`src/rtl/i2c_bus_arbiter_pkg.sv`:
```
// Shared widths, state encoding and transaction record for the I2C bus arbiter.
package i2c_pkg;

    localparam int I2C_ADDR_W = 7;
    localparam int I2C_DATA_W = 8;

    typedef enum logic [1:0] {
        IDLE,
        ISSUE,
        WAIT,
        RESP
    } arb_state_t;

    typedef struct packed {
        logic [I2C_ADDR_W-1:0] addr;
        logic                  rw;
        logic [I2C_DATA_W-1:0] wdata;
    } i2c_txn_t;

endpackage

```
`src/rtl/i2c_bus_arbiter_rr_pick.sv`:
```
// Round-robin winner select: first set request bit scanning upward from last+1.
module rr_pick #(
    parameter int N_REQ = 4
) (
    input  logic [N_REQ-1:0]         req,
    input  logic [$clog2(N_REQ)-1:0] last,
    output logic [N_REQ-1:0]         win,
    output logic                     any
);

    localparam int LAST_W = $clog2(N_REQ);

    logic              found;
    logic [LAST_W-1:0] idx;

    always_comb begin
        win   = '0;
        found = 1'b0;
        idx   = '0;
        for (int k = 1; k <= N_REQ; k++) begin
            idx = LAST_W'((int'(last) + k) % N_REQ);
            if (!found && req[idx]) begin
                win[idx] = 1'b1;
                found    = 1'b1;
            end
        end
    end

    assign any = |req;

endmodule

```
`src/rtl/i2c_bus_arbiter.sv`:
```
// Round-robin arbiter sharing one I2C master engine among N_REQ requesters,
// with a saturating watchdog that aborts transactions the master never finishes.
//
// state | meaning
// IDLE  | no owner; sample req and payloads, register the round-robin winner
// ISSUE | m_start pulse to the master, watchdog cleared
// WAIT  | waiting for m_done; watchdog counting toward TIMEOUT_CYCLES-1
// RESP  | req_done to the owner, pointer advances, grant released
module i2c_bus_arbiter
    import i2c_pkg::*;
#(
    parameter int N_REQ          = 4,
    parameter int TIMEOUT_CYCLES = 65535
) (
    input  logic                        clk,
    input  logic                        rst,
    input  logic [N_REQ-1:0]            req,
    input  logic [N_REQ*I2C_ADDR_W-1:0] req_addr,
    input  logic [N_REQ-1:0]            req_rw,
    input  logic [N_REQ*I2C_DATA_W-1:0] req_wdata,
    output logic [N_REQ-1:0]            req_done,
    output logic [I2C_DATA_W-1:0]       req_rdata,
    output logic                        req_err,
    output logic [N_REQ-1:0]            grant,
    output logic                        m_start,
    output logic [I2C_ADDR_W-1:0]       m_addr,
    output logic                        m_rw,
    output logic [I2C_DATA_W-1:0]       m_wdata,
    output logic                        m_abort,
    input  logic                        m_done,
    input  logic [I2C_DATA_W-1:0]       m_rdata,
    input  logic                        m_nack
);

    localparam int LAST_W = $clog2(N_REQ);
    localparam int CNT_W  = $clog2(TIMEOUT_CYCLES);
    localparam logic [CNT_W-1:0] CNT_MAX = CNT_W'(TIMEOUT_CYCLES - 1);

    arb_state_t            state_q, state_d;
    logic [LAST_W-1:0]     last_q, last_d;
    logic [CNT_W-1:0]      cnt_q, cnt_d;
    logic [N_REQ-1:0]      grant_q, grant_d;
    i2c_txn_t              txn_q, txn_d;
    logic [I2C_DATA_W-1:0] rdata_q, rdata_d;
    logic                  err_q, err_d;
    logic                  m_start_q, m_start_d;
    logic                  m_abort_q, m_abort_d;
    logic [N_REQ-1:0]      req_done_q, req_done_d;

    logic [N_REQ-1:0]      win;
    logic                  any;
    i2c_txn_t              win_txn;
    logic [LAST_W-1:0]     grant_idx;

    rr_pick #(.N_REQ(N_REQ)) u_rr_pick (
        .req  (req),
        .last (last_q),
        .win  (win),
        .any  (any)
    );

    always_comb begin
        win_txn = '0;
        for (int i = 0; i < N_REQ; i++) begin
            if (win[i]) begin
                win_txn.addr  = req_addr[i*I2C_ADDR_W +: I2C_ADDR_W];
                win_txn.rw    = req_rw[i];
                win_txn.wdata = req_wdata[i*I2C_DATA_W +: I2C_DATA_W];
            end
        end
    end

    always_comb begin
        grant_idx = '0;
        for (int i = 0; i < N_REQ; i++) begin
            if (grant_q[i]) grant_idx = LAST_W'(i);
        end
    end

    always_comb begin
        state_d    = state_q;
        last_d     = last_q;
        cnt_d      = cnt_q;
        grant_d    = grant_q;
        txn_d      = txn_q;
        rdata_d    = rdata_q;
        err_d      = err_q;
        m_start_d  = 1'b0;
        m_abort_d  = 1'b0;
        req_done_d = '0;
        case (state_q)
            IDLE: begin
                if (any) begin
                    grant_d   = win;
                    txn_d     = win_txn;
                    m_start_d = 1'b1;
                    state_d   = ISSUE;
                end
            end
            ISSUE: begin
                cnt_d   = '0;
                state_d = WAIT;
            end
            WAIT: begin
                // m_done takes priority over a watchdog expiry in the same cycle
                if (m_done) begin
                    rdata_d    = m_rdata;
                    err_d      = m_nack;
                    req_done_d = grant_q;
                    state_d    = RESP;
                end else if (cnt_q == CNT_MAX) begin
                    m_abort_d = 1'b1;
                    err_d     = 1'b1;
                    rdata_d   = '0;
                    state_d   = RESP;
                end else begin
                    cnt_d = cnt_q + CNT_W'(1);
                end
            end
            RESP: begin
                // after a timeout, RESP lasts one extra cycle so m_abort leads req_done
                if (m_abort_q) begin
                    req_done_d = grant_q;
                end else begin
                    last_d  = grant_idx;
                    grant_d = '0;
                    state_d = IDLE;
                end
            end
            default: state_d = IDLE;
        endcase
    end

    always_ff @(posedge clk) begin
        if (rst) begin
            state_q    <= IDLE;
            last_q     <= LAST_W'(N_REQ - 1);
            cnt_q      <= '0;
            grant_q    <= '0;
            txn_q      <= '0;
            rdata_q    <= '0;
            err_q      <= 1'b0;
            m_start_q  <= 1'b0;
            m_abort_q  <= 1'b0;
            req_done_q <= '0;
        end else begin
            state_q    <= state_d;
            last_q     <= last_d;
            cnt_q      <= cnt_d;
            grant_q    <= grant_d;
            txn_q      <= txn_d;
            rdata_q    <= rdata_d;
            err_q      <= err_d;
            m_start_q  <= m_start_d;
            m_abort_q  <= m_abort_d;
            req_done_q <= req_done_d;
        end
    end

    assign grant     = grant_q;
    assign req_done  = req_done_q;
    assign req_rdata = rdata_q;
    assign req_err   = err_q;
    assign m_start   = m_start_q;
    assign m_abort   = m_abort_q;
    assign m_addr    = txn_q.addr;
    assign m_rw      = txn_q.rw;
    assign m_wdata   = txn_q.wdata;

endmodule

```
`config.mk`:
```
export PLATFORM = sky130hd
export DESIGN_NAME = i2c_bus_arbiter
export DESIGN_NICKNAME = d
export VERILOG_FILES = /design/src/rtl/i2c_bus_arbiter_pkg.sv /design/src/rtl/i2c_bus_arbiter_rr_pick.sv /design/src/rtl/i2c_bus_arbiter.sv
export SDC_FILE = /design/constraint.sdc
export NUM_CORES = 1
export LEC_CHECK = 0
export BUFFER_PORTS_ARGS = -buffer_cell sky130_fd_sc_hd__buf_4
export CORE_AREA = 2 2 92 103
export CTS_CLUSTER_DIAMETER = 40
export CTS_CLUSTER_SIZE = 12
export DETAILED_ROUTE_END_ITERATION = 10
export DIE_AREA = 0 0 94 105
export GPL_TIMING_DRIVEN = 0
export PLACE_DENSITY_LB_ADDON = 0.3
export SYNTH_ARGS = -nofsm -noshare
export SYNTH_HDL_FRONTEND = slang
export SYNTH_HIERARCHICAL = 1
export SYNTH_SLANG_ARGS = --single-unit
```
`constraint.sdc`:
```
create_clock -name clk -period 3 [get_ports clk]
set_clock_uncertainty 0.1 [all_clocks]
set_input_delay 0 -clock clk [delete_from_list [all_inputs] [get_ports clk]]
set_output_delay 0 -clock clk [all_outputs]
set_load 0.02 [all_outputs]
```
# == After elaboration in Yosys (flattened, before gate mapping) ==
# Index checks and enable logic that the tools add are counted.
# totals
input_bits,80
output_inout_bits,35
reg_bits,55
# classes
add_sub_neg,5
n_eq_ne,9
n_reduce_logical,23
magnitude_cmp,8
bitwise_logic,6
muxes,49
# op_table
operator,count
16-bit two-way mux,6
16-bit case mux with 2 select lines,1
4-bit two-way mux,7
"16-bit by 1-bit adder with 16-bit output, second input constant",1
"16-bit equality test, second input constant",1
1-bit two-way mux,16
8-bit two-way mux,2
4-bit case mux with 2 select lines,2
"2-bit by 3-bit less-than comparator with 1-bit output, second input constant",4
2-bit two-way mux,6
4-bit bitwise OR,3
1-bit binary-select mux with 2-bit select,4
1-bit demux with 2-bit select,4
"2-bit by 1-bit greater-or-equal comparator with 1-bit output, second input constant",4
"2-bit inequality test, second input constant",4
2-bit case mux with 4 select lines,1
2-bit AND reduction,4
1-bit logical AND,7
3-bit AND reduction,2
2-bit nonzero test,3
"2-bit by 1-bit adder with 2-bit output, second input constant",2
"2-bit adder, second input constant",2
"2-bit equality test, second input constant",2
4-bit OR reduction,1
other kinds (7),11

# == Depth between registers and ports, before layout ==
# Gate-level depths: netlist of the first run.
# logic_depth
word_depth,17
mapped_depth,13
depth_no_buf,10

# == Hierarchy ==
# The synthesis of the first run kept the hierarchy.
# modules_own_cells
mod,cells_per_inst,n_inst,area_each_um2
i2c_bus_arbiter,333,1,2841.5
rr_pick,39,1,365.4

# == Worst setup path before layout of the first run ==
# Ideal clock, no wire load.
# synth_path
kind,register to register
from,register last_q[0]
to,register txn_q (netlist bit m_wdata[3])
slack_ns,-0.267
period_less_slack_ns,3.267
t_arrival_ns,3.097
path_stages_with_launch,12
t_required_ns,2.830
cell_sequence,dfxtp_1 inv_1 ha_1 mux4_1 nor4b_4 nand2_1 o211ai_1 clkbuf_1 buf_1 a221oi_1 a211o_1 a21oi_1
# synth_between
elab_cells_between_ends,52
cone_classes,add/sub: 4; order compare: 8; mux: 27; bitwise: 3; reduce/logical: 10
# synth_rtl
element,line,source
start: declaration,i2c_bus_arbiter.sv:40,"logic [LAST_W-1:0] last_q, last_d;"
start signal: assignment,i2c_bus_arbiter.sv:137,last_q <= LAST_W'(N_REQ - 1);
start signal: assignment,i2c_bus_arbiter.sv:148,last_q <= last_d;
"parallel branches: the longest is 12 deep, another holds 2-bit by 3-bit less-than comparator with 1-bit output",--,
4-bit two-way mux (*),i2c_bus_arbiter_rr_pick.sv:22,if (!found && req[idx]) begin
named net win[1],i2c_bus_arbiter.sv:50,logic [N_REQ-1:0] win;
16-bit two-way mux (*) (3 in series),i2c_bus_arbiter.sv:65,if (win[i]) begin
end signal: assignment,i2c_bus_arbiter.sv:151,txn_q <= txn_d;
end: declaration,i2c_bus_arbiter.sv:43,"i2c_txn_t txn_q, txn_d;"
# Mark *: on every way through the listed nets, which the timed path passes. The select of a mux whose other input is x is not followed.
# A chain may end at the register's enable or synchronous reset.

# == Final worst setup path of the first run ==
# layout_path
from,register last_q[0]
to,register txn_q (netlist bit m_wdata[0])
# Same word-level chain as after synthesis.

==> results of run 1 <==
[cell usage after synthesis, drive strengths merged (3+ instances only)]
cell type	instances
and2	6
o31ai	3
a21oi	39
or4	4
ha	15
or2	3
a211o	15
o21ai	22
mux2i	5
a31oi	4
and4	4
mux4	4
nand2	19
nand3	8
o211ai	12
nor2b	7
nor3	6
buf	6
nand4	8
a32o	8
inv	32
clkbuf	21
a221oi	16
nand2b	4
dfxtp	55
or3	3
nor2	13
nor3b	4
a22oi	4
a311oi	4
[report_power, final]
part,leakage (nW),internal [mW],switching [mW],total (mW)
Clock,0.0484,0.190,0.256,0.446
Combinational,1.63,0.857,1.05,1.91
Sequential,0.448,0.867,0.0870,0.954
Total,2.13,1.91,1.39,3.31
[routing by layer]
| metal | wire length, microns | vias up |
|---|---|---|
| li1 | - | 1739 |
| met3 | 642 | 12 |
| met4 | 136 | 0 |
| met5 | 0 | - |
| met2 | 4972 | 132 |
| met1 | 4507 | 1678 |
[area by class of cell]
cell class	instances	area [sq um]	share of cell area [%]
Multi-Input combinational cell	258	1943	39.81
Timing Repair Buffer	162	1319	27.02
Sequential cell	55	1109	22.71
Buffer	27	152.6	3.127
Tap cell	114	142.6	2.922
Inverter	32	120.1	2.461
Clock buffer	7	86.33	1.769
Clock inverter	1	8.758	0.1794
[what timing repair did]
item | in CTS | in global routing
hold buffers | 41 | 0
hold endpoints to repair | 27 | 0
endpoints found under the setup margin | 19 | 16
gates resized for setup | 23 | 10
pin swaps | 1 | 3
setup buffers | 4 | 4
[through the flow]
stage                     hold WS [ns]  total power, mW  setup WS (ns)
after floorplan                0.02579            2.079        0.02198
after global placement          0.1102            2.597        -0.4131
after detailed placement        0.1195            2.627        -0.4802
after CTS                      0.01940            3.222        0.02822
after global routing           0.05117            3.519       -0.02359
final                          0.01581            3.308        0.07267
[flip-flops by register name, summed over array words and instances (netlist names), 2 cells and up]
name       flops
state_q        2
req_rdata      8
grant          4
m_wdata        8
m_addr         7
last_q         2
req_done       4
cnt_q         16
[worst max-delay path: stages (launching register included)]
cell      delay [ns]
dfxtp_4         0.36
inv_1           0.11
ha_4            0.30
mux4_2          0.54
nor4b_4         0.32
nand2_1         0.09
o211ai_1        0.13
clkbuf_8        0.20
nor2b_4         0.05
buf_4           0.15
a221oi_1        0.27
a211o_1         0.15
a21oi_1         0.05
[final timing paths]
check	slack (ns)	start	endpoint
worst max-delay path	0.07	last_q[0]	m_wdata[0]
worst min-delay path	0.02	m_done	cnt_q[1]
worst min register to register	0.38	req_err	req_err
worst max register to register	0.07	last_q[0]	m_wdata[0]
[cell families (layout without fill, tap and decap cells)]
logic type                 count (synthesis)  after routing
muxes                                     10             10
buffers and inverters                     59            229
adders and majority gates                 15             15
DFF                                       55             55
AOI/OAI and AO/OA                        140            140
and+or+nand+nor                           93             93
==> impl_results.md, run 1 <==
* Later-pin clock latency in the skew report at 0.32 ns
* Most frequent cells in the layout: buf_4, dfxtp_1, dlygate4sd3_1, a21oi_1, inv_1
* Crit share post-route at 97.58%
* WL final at 10,260 microns
* CTS Sinks at 55
* Root Driver: clkbuf_8
* Maximum clock path buffer count at 2
* Multiplexer area fraction after synthesis at 4.955%
* I/O pin total at 115
* Post-place instance area at 4209 sq um
* Main synth FF type: dfxtp_1
* Kind of critical path: reg -> reg
* Initial antenna violation count at 0
* First-pass GRT wire length at 16,790 microns
* Post-Syn Nets at 467
* LEAKAGE at 2.126 nW
* Cells on Worst Hold Path at 2
* Initial Util at 36.51%
* Vias in the first global route at 3,651
* Power Dens Cells at 677.8 nW/um^2
* Area delta synth->final at 52.20%
* Congestion Overflow GR at 0
* Core Util, Final at 55.57%
* Vias at 3,561
* Synth Warn # at 6
* Distinct cells, synth at 53
* Placer Congestion at 0.8231
* Final nets at 636
* Final Slew Violations at 0
* Register area share after synthesis at 34.33%
* Largest family of logic cells by synthesized area: compound AO/OA/AOI/OAI gates
* Drt drc at 0
* Die width at 94 microns
* Setup TNS at 0 ns
* Post-Synth Simple-Gate Area at 16.97%
* GRT met2 Usage at 34.69%
* Synth top area share at 34.33%
* Synth Area in Adders at 5.853%
* Finished Cell Area at 4881 sq um
* Initial DRC count at 202
* FFs w/ async S/R, synth at 0%
* Post-DRT Antenna Nets at 0
* Via/cell ratio at 5.428
* GRT Resource Usage Total at 20.58%
* Core ar. at 8783 sq um
* Cells after DPL at 599
* Final setup viols at 0
* Antenna Cells at 0
* Post-Synthesis Cell Area at 3207 sq um
* Max Cap Violations at 0
* Xor/xnor share of the synthesized area at 0%
* Syn Inst Count at 372
* #FFs+latches synth at 55
* # fillers at 776
* M1 GR Usage at 26.02%
* R2r worst-path depth at 12
* Hold Fails Final Rpt at 0
* Crit path max fanout at 5
* CTS clk-pin slew, worst paths at 0.11 ns
* Total iterations of the first detailed-routing run at 4
* Routed WL per cell at 15.64 microns
* Post-synth EDFFs at 0
* Commonest non-fill, non-tap cell in the layout: buf_4
* Synth area leaders: dfxtp_1, a21oi_1, ha_1, a221oi_1, a211o_1
* Outcome: finished, final reports clean
* Syn avg cell area at 8.621 sq um
* RSZ-0062 raised after global routing: yes
* Worst-Margin Slew at 0.6455 ns
* Port Buffers at 113
* Non-Filler Instances at 656
* Layout cell share with drive strength beyond 1 at 31.37%
* CTS tree: done
* Min Tclk post-route at 2.927 ns
* Min-delay worst type: in -> reg
* Worst Path Arrival at 3.04 ns
* Hpwl dp at 7194 microns
* Leading area contributor after synthesis: dfxtp_1
* Die Height at 105 microns
* Startpoint types: flop
* Max VDD drop at 401.4 uV
* Largest net degree at the start of global routing at 17
* CP Capture Type: flop
* DIE AREA at 9870 sq um
* Achievable Freq at 341.6 MHz
* Num rows at 36
* Gr busiest metal: met2
* GR Util met3 at 4.398%
* Slew HR at 56.64%
* Worst EP required at 3.11 ns
* CTS Buf Count at 5
* Compound-cell area share of the yosys netlist at 30.55%
* H-tree depth at 2
(Power assumes the default switching activity.)
==> run 2, diff against run 1 <==
CELL_PAD_IN_SITES_DETAIL_PLACEMENT = 0   (was not set)
CELL_PAD_IN_SITES_GLOBAL_PLACEMENT = 1   (was not set)
CORE_AREA = 2 2 97 109   (was 2 2 92 103)
DIE_AREA = 0 0 99 111   (was 0 0 94 105)
==> impl_results.md, run 2 (synthesis gave the netlist of run 1 again) <==
* Outcome: finished, final reports clean
* Vias in the first global route at 3,549
* First-pass GRT wire length at 17,350 microns
* Num rows at 39
* Crit path max fanout at 10
* Top reg by flops: cnt_q
* Slew HR at 57.28%
* Congestion Overflow GR at 0
* Via/cell ratio at 5.392
* Kind of critical path: reg -> reg
* Commonest non-fill, non-tap cell in the layout: buf_4
* Largest net degree at the start of global routing at 16
* Area delta synth->final at 54.08%
* CTS tree: done
* Max reg flops at 16
* Worst hold slack at 0.09160 ns
* GRT Resource Usage Total at 19.11%
* CTS clk-pin slew, worst paths at 0.07 ns
* Min Tclk post-route at 2.877 ns
* Later-pin clock latency in the skew report at 0.30 ns
* Min-delay worst type: in -> reg
* Routed WL per cell at 16.00 microns
* LEAKAGE at 2.140 nW
* CTS Buf Count at 5
* WL final at 10,580 microns
* CP Capture Type: flop
* Reg power frac at 27.3%
* Maximum clock path buffer count at 2
* Post-DRT Antenna Nets at 0
* Die width at 99 microns
* Comb pwr share at 55.5%
* Worst-Margin Slew at 0.6359 ns
* Worst Path Arrival at 2.96 ns
* Most frequent cells in the layout: buf_4, dfxtp_1, dlygate4sd3_1, a21oi_1, inv_1
* Switching power at 1.422 mW
* Total iterations of the first detailed-routing run at 4
* Die Height at 111 microns
* Drt drc at 0
* Root Driver: clkbuf_16
* Clock power frac at 17.2%
* Startpoint types: flop
* Placer Congestion at 0.8419
* Final Slew Violations at 0
* Power Dens Cells at 703.5 nW/um^2
* Hold Fails Final Rpt at 0
* Vias at 3,564
* I/O pin total at 115
* Setup TNS at 0 ns
* Max Cap Violations at 0
* Port Buffers at 113
* Final nets at 633
* Final setup viols at 0
* Initial antenna violation count at 0
* DIE AREA at 10,990 sq um
* # fillers at 933
* RSZ-0062 raised after global routing: yes
* Layout cell share with drive strength beyond 1 at 31.60%
* Max VDD drop at 323.3 uV
* Worst EP required at 3.09 ns
* Antenna Cells at 0
* Int Power at 2.054 mW
* Sw Ratio at 40.92%
* Hpwl dp at 7453 microns
* CTS Sinks at 55
* Initial Util at 32.06%
* Initial DRC count at 151
* Crit share post-route at 95.90%
* H-tree depth at 2
* Core ar. at 10,000 sq um
* Achievable Freq at 347.6 MHz
-- run 2: final timing paths --
kind / from / to / slack (ns) / cells past startpoint
worst max-delay path: last_q[1] / m_addr[1] / 0.12 / 12
worst min-delay path: m_done / cnt_q[1] / 0.09 / 2
worst max register to register: last_q[1] / m_addr[1] / 0.12 / 12
worst min register to register: req_err / req_err / 0.36 / 2
-- run 2: critical path: stages (launching register included) --
cell and delay, ns:
dfxtp_4 0.41, inv_4 0.06, ha_4 0.27, mux4_2 0.53
nor4b_4 0.31, nand2_1 0.09, o211ai_1 0.12, clkbuf_8 0.19
nor2b_4 0.05, buf_8 0.14, a221oi_1 0.27, a211o_1 0.17
a21oi_2 0.05
-- run 2: per-stage QoR --
stage	cell area (sq um)	utilization (%)	power [mW]	setup WS, ns	cells
after CTS	4895	48.93	3.409	0.001604	661
after detailed placement	4220	42.19	2.641	-0.4909	608
after global routing	4941	49.39	3.727	-0.003719	661
final	4941	49.39	3.476	0.1231	661
after floorplan	3218	-	2.079	0.02198	372
after global placement	4220	42.19	2.622	-0.4312	608
-- run 2: what timing repair did --
item,CTS,global route
setup endpoints to repair,19,16
buffers inserted,5,0
endpoints found under the hold margin,27,0
hold buffers,41,0
pin swaps,3,2
gates resized for setup,24,16
-- run 2: power groups by stage --
stage / combinational, mW / clock (mW) / sequential (mW)
2_1_floorplan: 0.990 / 0 / 1.09
3_3_place_gp: 1.66 / 0 / 0.967
3_5_place_dp: 1.67 / 0 / 0.968
4_1_cts: 1.85 / 0.609 / 0.948
5_1_grt: 2.11 / 0.647 / 0.966
6_report: 1.93 / 0.597 / 0.950
-- run 2: area by class of cell --
cell class	instances	area, sq um	share of cell area, %
plain buffers	27	161.4	3.267
clock buffers	6	138.9	2.811
clock inverters	1	5.005	0.1013
inverters	32	122.6	2.482
multi-input cells	258	1954	39.55
flip-flops and latches	55	1109	22.44
well taps	123	153.9	3.115
repair buffers	159	1296	26.23
-- run 2: per-layer routing --
metal  global-route usage [%]  share of wire (%)  vias to the layer above
li1                         -                  -                     1736
met1                    24.85                 44                     1702
met2                    31.40                 47                      112
met3                    4.477                6.8                       14
met4                    5.662                2.0                        0
met5                        0                  0                        -
==> run 3, diff against run 2 <==
CORE_AREA = 2 2 101 113   (was 2 2 97 109)
DIE_AREA = 0 0 103 115   (was 0 0 99 111)
SYNTH_HIERARCHICAL = not set   (was 1)
==> impl_results.md, run 3 <==
* Antenna Cells at 0
* Synth Warn # at 0
* Max Cap Violations at 0
* Worst Path Arrival at 2.92 ns
* Drt drc at 0
* Num rows at 40
* Total iterations of the first detailed-routing run at 4
* Reg area at 1109 sq um
* Crit share post-route at 95.21%
* Hold Fails Final Rpt at 0
* CTS Sinks at 55
* Distinct cells, synth at 61
* FFs w/ async S/R, synth at 0%
* Area occupied by multi-input gates at 2367 sq um
* I/O pin total at 115
* Register area share after synthesis at 30.88%
* Fin worst setup slack at 0.1438 ns
* Maximum clock path buffer count at 2
* Via/cell ratio at 4.981
* First-pass GRT wire length at 17,370 microns
* Initial antenna violation count at 0
* CP Capture Type: flop
* Worst-Margin Slew at 0.5759 ns
* Syn Inst Count at 427
* Congestion Overflow GR at 0
* Die Height at 115 microns
* RSZ-0062 raised after global routing: no
* Top reg by flops: cnt_q
* Routed WL per cell at 14.83 microns
* Post-Syn Nets at 522
* Initial Util at 33.29%
* GRT Resource Usage Total at 18.29%
* Startpoint types: flop
* Max VDD drop at 337.9 uV
* Post-Synthesis Cell Area at 3566 sq um
* Worst hold slack at 0.02745 ns
* WL final at 10,990 microns
* Main synth FF type: dfxtp_1
* Commonest non-fill, non-tap cell in the layout: buf_4
* CTS Buf Count at 5
* Area delta synth->final at 52.77%
* Most frequent cells in the layout: buf_4, nor2_1, dfxtp_1, dlygate4sd3_1, nand2_1
* Root Driver: clkbuf_16
* Core ar. at 10,710 sq um
* Outcome: finished, final reports clean
* Final nets at 688
* LEAKAGE at 2.251 nW
* Die width at 103 microns
* Initial DRC count at 199
* Overall Power at 4.091 mW
* Final Slew Violations at 0
* DIE AREA at 11,850 sq um
* Min Tclk post-route at 2.856 ns
* Largest net degree at the start of global routing at 17
* Leading area contributor after synthesis: dfxtp_1
* Power Dens Cells at 751.0 nW/um^2
* Layout cell share with drive strength beyond 1 at 35.35%
* Synth area leaders: dfxtp_1, nor2_1, ha_1, o31ai_1, a31oi_1
* Synth top area share at 30.88%
* Max reg flops at 16
* Worst EP required at 3.07 ns
* #FFs+latches synth at 55
* Achievable Freq at 350.1 MHz
* Crit path max fanout at 7
* H-tree depth at 2
* Most common cell in the netlist: nor2_1
* Later-pin clock latency in the skew report at 0.28 ns
* CTS tree: done
* Commonest cells post-synth: nor2_1, dfxtp_1, nand2_1
* Min-delay worst type: in -> reg
* Vias at 3,691
* Kind of critical path: reg -> reg
* Setup TNS at 0 ns
* Core Util, Final at 50.86%
* Vias in the first global route at 3,545
* Post-Place Setup Slack at -0.5992 ns
* Placer Congestion at 0.8407
* Post-synth EDFFs at 0
* CTS clk-pin slew, worst paths at 0.07 ns
* Port Buffers at 109
* # fillers at 1,024
* Hpwl dp at 8168 microns
* Final setup viols at 0
* Post-DRT Antenna Nets at 0
* Syn avg cell area at 8.351 sq um
* Slew HR at 61.20%
## run 3: changes by cell type in the layout (fill, tap and decap cells not counted), moves of 15 or more
cell,before,now
a21oi_1,36,12
a31oi_1,4,19
nor2_1,13,62
o21ai_0,21,2
o31ai_1,3,21
or2_2,3,18
## run 3: kinds of logic (layout without fill, tap and decap cells)
group	Yosys count	count (layout)	synth area share, %
adders and majority gates	15	15	5.263
xor gates and xnor gates	6	6	1.474
buffers and inverters	57	224	7.368
AOI/OAI and AO/OA	118	118	28.60
muxes	7	7	3.088
and+or+nand+nor	169	169	23.33
DFF	55	55	30.88
## run 3: path summary, 6_finish.rpt
check	start	endpoint	slack [ns]	depth (start not counted)
max reg2reg	last_q[0]	m_wdata[6]	0.14	11
min reg2reg	cnt_q[5]	cnt_q[5]	0.38	1
min	req_rw[1]	m_rw	0.03	4
max	last_q[0]	m_wdata[6]	0.14	11
## run 3: power by group
part | internal [mW] | switching, mW | leakage [nW]
sequential | 0.903 | 0.123 | 0.449
clock | 0.415 | 0.248 | 0.0868
combinational | 1.06 | 1.34 | 1.72
total | 2.38 | 1.71 | 2.25
## run 3: what timing repair did
action / in CTS / in global routing
cloned: 1 / 0
hold buffers: 42 / 0
buffers inserted: 2 / 7
hold endpoints to repair: 26 / 0
pin swaps: 3 / 7
setup endpoints to repair: 20 / 14
gates resized for setup: 29 / 21
## run 3: area by class of cell
type                       count  area share [%]
sequential                    55           20.35
multi-input combinational    315           43.45
clock buffer                   6           2.549
clock inverter                 2          0.6431
buffer                        28           3.583
tap                          147           3.376
inverter                      27           1.860
timing repair buffer         161           24.18
## run 3: metal layers
layer	vias to the layer above	part of all wire [%]	wire length [microns]	track usage [%]
met1	1719	44	4857	23.90
met5	-	0	0	0
met3	12	3.9	426	2.736
li1	1871	-	-	-
met4	0	1.6	178	4.737
met2	89	50	5527	31.39
## run 3: per-stage QoR
step                      cell area, sq um  std cells
after floorplan                       3567        427
after global placement                4569        683
after detailed placement              4569        683
after CTS                             5330        735
after global routing                  5448        741
final                                 5448        741
## run 3: critical path, cell delays in order, from the launching register on
cell and delay (ns):
dfxtp_4 0.35, buf_6 0.12, buf_8 0.11, inv_2 0.05, ha_2 0.39, mux4_2 0.40, a221o_1 0.35, o21ba_4 0.25
o2bb2ai_4 0.11, buf_8 0.18, o221ai_4 0.21, a31oi_2 0.10
